==> src/rtl/mux_2to1_chip.sv <==
// mux_2to1_chip: 2-to-1 selector with a zero-latency combinational output,
// a one-cycle registered copy of that output, and a saturating counter of
// select transitions.
module mux_2to1_chip #(
    parameter int WIDTH = 1,
    parameter int CNT_W = 8
) (
    input  logic             clk,
    input  logic             rst,
    output logic [WIDTH-1:0] out,
    input  logic [WIDTH-1:0] a,
    input  logic [WIDTH-1:0] b,
    input  logic             s,
    output logic [WIDTH-1:0] out_q,
    output logic [CNT_W-1:0] sel_changes
);

    logic s_d;
    logic sel_toggled;
    logic cnt_at_max;

    // Zero-latency selection; independent of clock and reset.
    always_comb begin
        out = (s == 1'b0) ? a : b;
    end

    // A select transition is any difference between the live select and its
    // previous-cycle copy. s_d resets to 0, so a high select on the first
    // edge after reset release counts as a change.
    always_comb begin
        sel_toggled = (s != s_d);
        cnt_at_max  = &sel_changes;
    end

    // Registered copy of the mux result for timing-friendly consumers.
    always_ff @(posedge clk) begin
        if (rst) begin
            out_q <= '0;
        end else begin
            out_q <= out;
        end
    end

    // Previous-cycle select, used to detect transitions.
    always_ff @(posedge clk) begin
        if (rst) begin
            s_d <= 1'b0;
        end else begin
            s_d <= s;
        end
    end

    // Saturating transition counter; reset has priority over a same-edge toggle.
    always_ff @(posedge clk) begin
        if (rst) begin
            sel_changes <= '0;
        end else if (sel_toggled && !cnt_at_max) begin
            sel_changes <= sel_changes + 1'b1;
        end
    end

endmodule

==> config.mk <==
export PLATFORM = sky130hd
export DESIGN_NAME = mux_2to1_chip
export DESIGN_NICKNAME = d
export VERILOG_FILES = /design/src/rtl/mux_2to1_chip.sv
export SDC_FILE = /design/constraint.sdc
export NUM_CORES = 1
export LEC_CHECK = 0
export CORE_AREA = 3 3 40 42
export DETAILED_ROUTE_END_ITERATION = 8
export DIE_AREA = 0 0 43 45
export PLACE_DENSITY = 0.63
export SYNTH_ARGS = -nofsm -noshare
export SYNTH_HDL_FRONTEND = slang
export SYNTH_SLANG_ARGS = --single-unit
==> constraint.sdc <==
create_clock -name clk -period 1.91 [get_ports clk]
set_clock_uncertainty 0.15 [all_clocks]
set_input_delay 0.382 -clock clk [delete_from_list [all_inputs] [get_ports clk]]
set_output_delay 0.382 -clock clk [all_outputs]
set_load 0.005 [all_outputs]
# == Word-level counts from Yosys, hierarchy flattened ==
# Cells that the tools add are included.
# op_classes
n_addsub,1
n_eq_ne,1
mux,1
n_reduce_logical,3
# ops
op,n
adder 8 x 1 -> 8 bit (second input constant),1
AND reduction 8 bit,1
logical AND 1 bit,1
zero test 1 bit,1
2-to-1 mux 1 bit,1
!= test 1 bit,1
# word_totals
register_bits,10
out_inout_bits,10
elab_cells,9

# == Logic depth before layout (Yosys ltp) ==
# logic_depth
depth_word,3
ltp_mapped,5
mapped_depth_nobuf,5

# == Worst setup path before layout ==
# No wires, ideal clock.
# synth_path
path_type,reg2reg
startpoint,register sel_changes[0]
endpoint,register sel_changes[3]
setup_time_ns,0.121
arrival_time_ns,1.292
t_required_ns,1.639
path_slack_ns,0.348
stages_incl_launch_ff,6
period_less_slack_ns,1.562
path_cell_list,dfxtp_1 -> ha_1 -> nand2_1 -> nor3_1 -> nor3_1 -> mux2_2
# synth_between
elab_chain_len,3
# synth_lines
element,line,rtl
start: declaration,15,output logic [CNT_W-1:0] sel_changes
start signal: assignment,58,sel_changes <= sel_changes + 1'b1;
"parallel branches: the longest is 3 deep, another holds adder 8 x 1 -> 8 bit",--,
# Parallel ways; which one is timed is not known.
# A chain may end at the register's enable or synchronous reset.

# == Final worst setup path ==
# layout_path
startpoint,input a
endpoint,output out
# layout_between
elab_chain_len,1
# layout_lines
element,line,rtl
start: declaration,11,"input logic [WIDTH-1:0] a,"
2-to-1 mux 1 bit,24,out = (s == 1'b0) ? a : b;
end: declaration,10,"output logic [WIDTH-1:0] out,"
# No other way between the ends.

==> impl_metrics.env <==
export IMPL_yosysWarningCount=0
export IMPL_die_area_um2=1940
export IMPL_first_pass_iters=4
export IMPL_fin_nets=79
export IMPL_ant_nets=0
export IMPL_finalHoldViolCount=0
export IMPL_status="complete, no violations"
export IMPL_start_util_pct=38.5
export IMPL_cts_tree="yes"
export IMPL_power_leakage_nw=0.273
export IMPL_final_common_cell="clkdlybuf4s50_1"
export IMPL_gp_congestion=0.764
export IMPL_synth_top_family_by_area="simple AND/OR/NAND/NOR gates"
export IMPL_wl_per_cell_um=12.6
export IMPL_synth_seq_area_share_pct=40.5
export IMPL_viasPerCell=5.39
export IMPL_place_area_um2=679
export IMPL_area_growth_pct=45.1
export IMPL_vias=469
export IMPL_max_vdd_ir_drop_v=0.000541
export IMPL_root_buffer="clkbuf_4"
export IMPL_clock_latency_ps=260
export IMPL_wl_mm=1.10
export IMPL_cts_max_level=1
export IMPL_pre_cts_slack_ps=-268
export IMPL_synth_simple_gate_area_share_pct=26.8
export IMPL_synth_top_area_share_pct=40.5
export IMPL_final_cell_mix="clkdlybuf4s50_1, dfxtp_1, nor2_1"
export IMPL_die_h_um=45
export IMPL_final_cell_area_um2=717
export IMPL_required_ps=1380
export IMPL_pin_count=15
export IMPL_ys_ff_latch=10
export IMPL_place_inst=83
export IMPL_cts_sinks=10
export IMPL_hp_class="flop to flop"
export IMPL_path_max_fanout=2
export IMPL_synth_avg_cell_area_um2=9.69
export IMPL_core_um2=1280
export IMPL_fin_ws_ps=67.0
export IMPL_n_antenna_cell=0
export IMPL_fillers=132
export IMPL_report_final_slew_viol_count=0
export IMPL_grt_pass1_wl_mm=1.95
export IMPL_cts_path_max_buffers=2
export IMPL_die_width_um=43
export IMPL_rows=13
export IMPL_powerDensity_nw_per_um2=677
export IMPL_dpl_hpwl_um=852
export IMPL_multi_input_area_um2=290
export IMPL_post_cts_setup_buffers=0
export IMPL_crit_type="primary input to primary output"
export IMPL_drive_gt1_share_pct=19.4
export IMPL_rsz0062_at_grt="false"
export IMPL_grt_usage_pct=13.5
export IMPL_post_route_min_period_ps=1840
export IMPL_fin_crit_sh_pct=96.5
export IMPL_seq_area_um2=200
export IMPL_synth_xor_area_share_pct=8.61
export IMPL_crit_arrival_ps=1310
export IMPL_clk_pin_slew_ps=60
export IMPL_maxCapViolCount=0
export IMPL_synth_compound_area_share_pct=13.4
export IMPL_setup_viol=0
export IMPL_hold_worst_slack_ps=422
export IMPL_yosysUniqueCellTypes=24
export IMPL_synth_area_leader_cell="dfxtp_1"
export IMPL_startpoint_type="primary input"
export IMPL_max_freq_mhz=543
export IMPL_synthAdderAreaFrac_pct=2.53
export IMPL_antenna_found_initial=0
export IMPL_grt_max_degree=8
export IMPL_numPortBuffers=14
export IMPL_cts_buffers=3
export IMPL_crit_path_end_kind="primary output"
export IMPL_relSlewSlack_pct=77.7
export IMPL_layout_cells_non_filler=87
export IMPL_first_iter_violations=7
export IMPL_syn_inst=51
export IMPL_synthMuxAreaShare_pct=6.58
export IMPL_worstMarginPinSlew_ps=333
export IMPL_syn_nets=57
export IMPL_synth_area_um2=494
export IMPL_grt_overflow=0
export IMPL_drc_errors=0
export IMPL_synth_area_leaders="dfxtp_1, mux2_2, nor3_1, nor2_1, nor2b_1"
export IMPL_grt_pass1_vias=471
==> through the flow <==
step	setup TNS (ps)	total power [mW]	util, %
6_report	0	0.486	55.8
2_1_floorplan	0	0.264	-
4_1_cts	0	0.495	55.8
3_5_place_dp	-680	0.306	52.9
5_1_grt	0	0.516	55.8
3_3_place_gp	-570	0.303	52.9
==> path summary, 6_finish.rpt <==
path	from	to	slack, ps	cells after the start
worst min-delay path	sel_changes[5]	sel_changes[5]	420	2
worst min register to register	sel_changes[5]	sel_changes[5]	420	2
worst max register to register	sel_changes[0]	sel_changes[3]	200	5
worst max-delay path	a	out	70	3
==> where the power goes <==
part	internal [mW]	switching, mW	total [mW]
Clock	0.116	0.0706	0.186
Combinational	0.0433	0.0290	0.0723
Sequential	0.218	0.00917	0.227
Total	0.377	0.109	0.486
==> state kept, by name, summed over array words and instances, names as in the netlist <==
name / count
s_d: 1
sel_changes: 8
out_q: 1
==> kinds of logic after synthesis <==
logic type	Yosys count
buf+inv	2
fa+ha+maj	1
simple gates	22
compound gates	9
xor+xnor	4
mux	3
flops	10
==> metal layers <==
layer	GRT usage [%]	wire length, um	vias up
met1	13.9	451	222
met5	0	0	-
met3	7.57	82	0
li1	-	-	228
met2	25.7	564	19
met4	0	0	0
==> synthesized netlist by cell type (all sizes together) <==
cell,count
dfxtp,10
nor2,5
nor3,5
nand2,3
nand3,3
nor2b,3
a211oi,2
a21oi,2
a31oi,2
mux2,2
xnor2,2
xor2,2
a311oi,1
and3b,1
and4,1
clkbuf,1
ha,1
inv,1
mux2i,1
nor4b,1
o21a,1
o31ai,1
==> worst max-delay path: stages <==
cell and delay, ps:
clkdlybuf4s50_1 400, mux2_4 270, dlygate4sd2_1 260
==> area by class of cell <==
| class | instances | area share (%) |
|---|---|---|
| Clock buffer | 4 | 5.06 |
| Inverter | 1 | 0.524 |
| Multi-Input combinational cell | 39 | 40.5 |
| Sequential cell | 10 | 27.9 |
| Tap cell | 15 | 2.62 |
| Timing Repair Buffer | 18 | 23.4 |
==> what timing repair did <==
item,CTS,global route
endpoints found under the hold margin,0,0
hold buffers,0,0
endpoints found under the setup margin,1,0
gates resized for setup,3,0
Note: power is estimated with default switching activity, not from simulation.
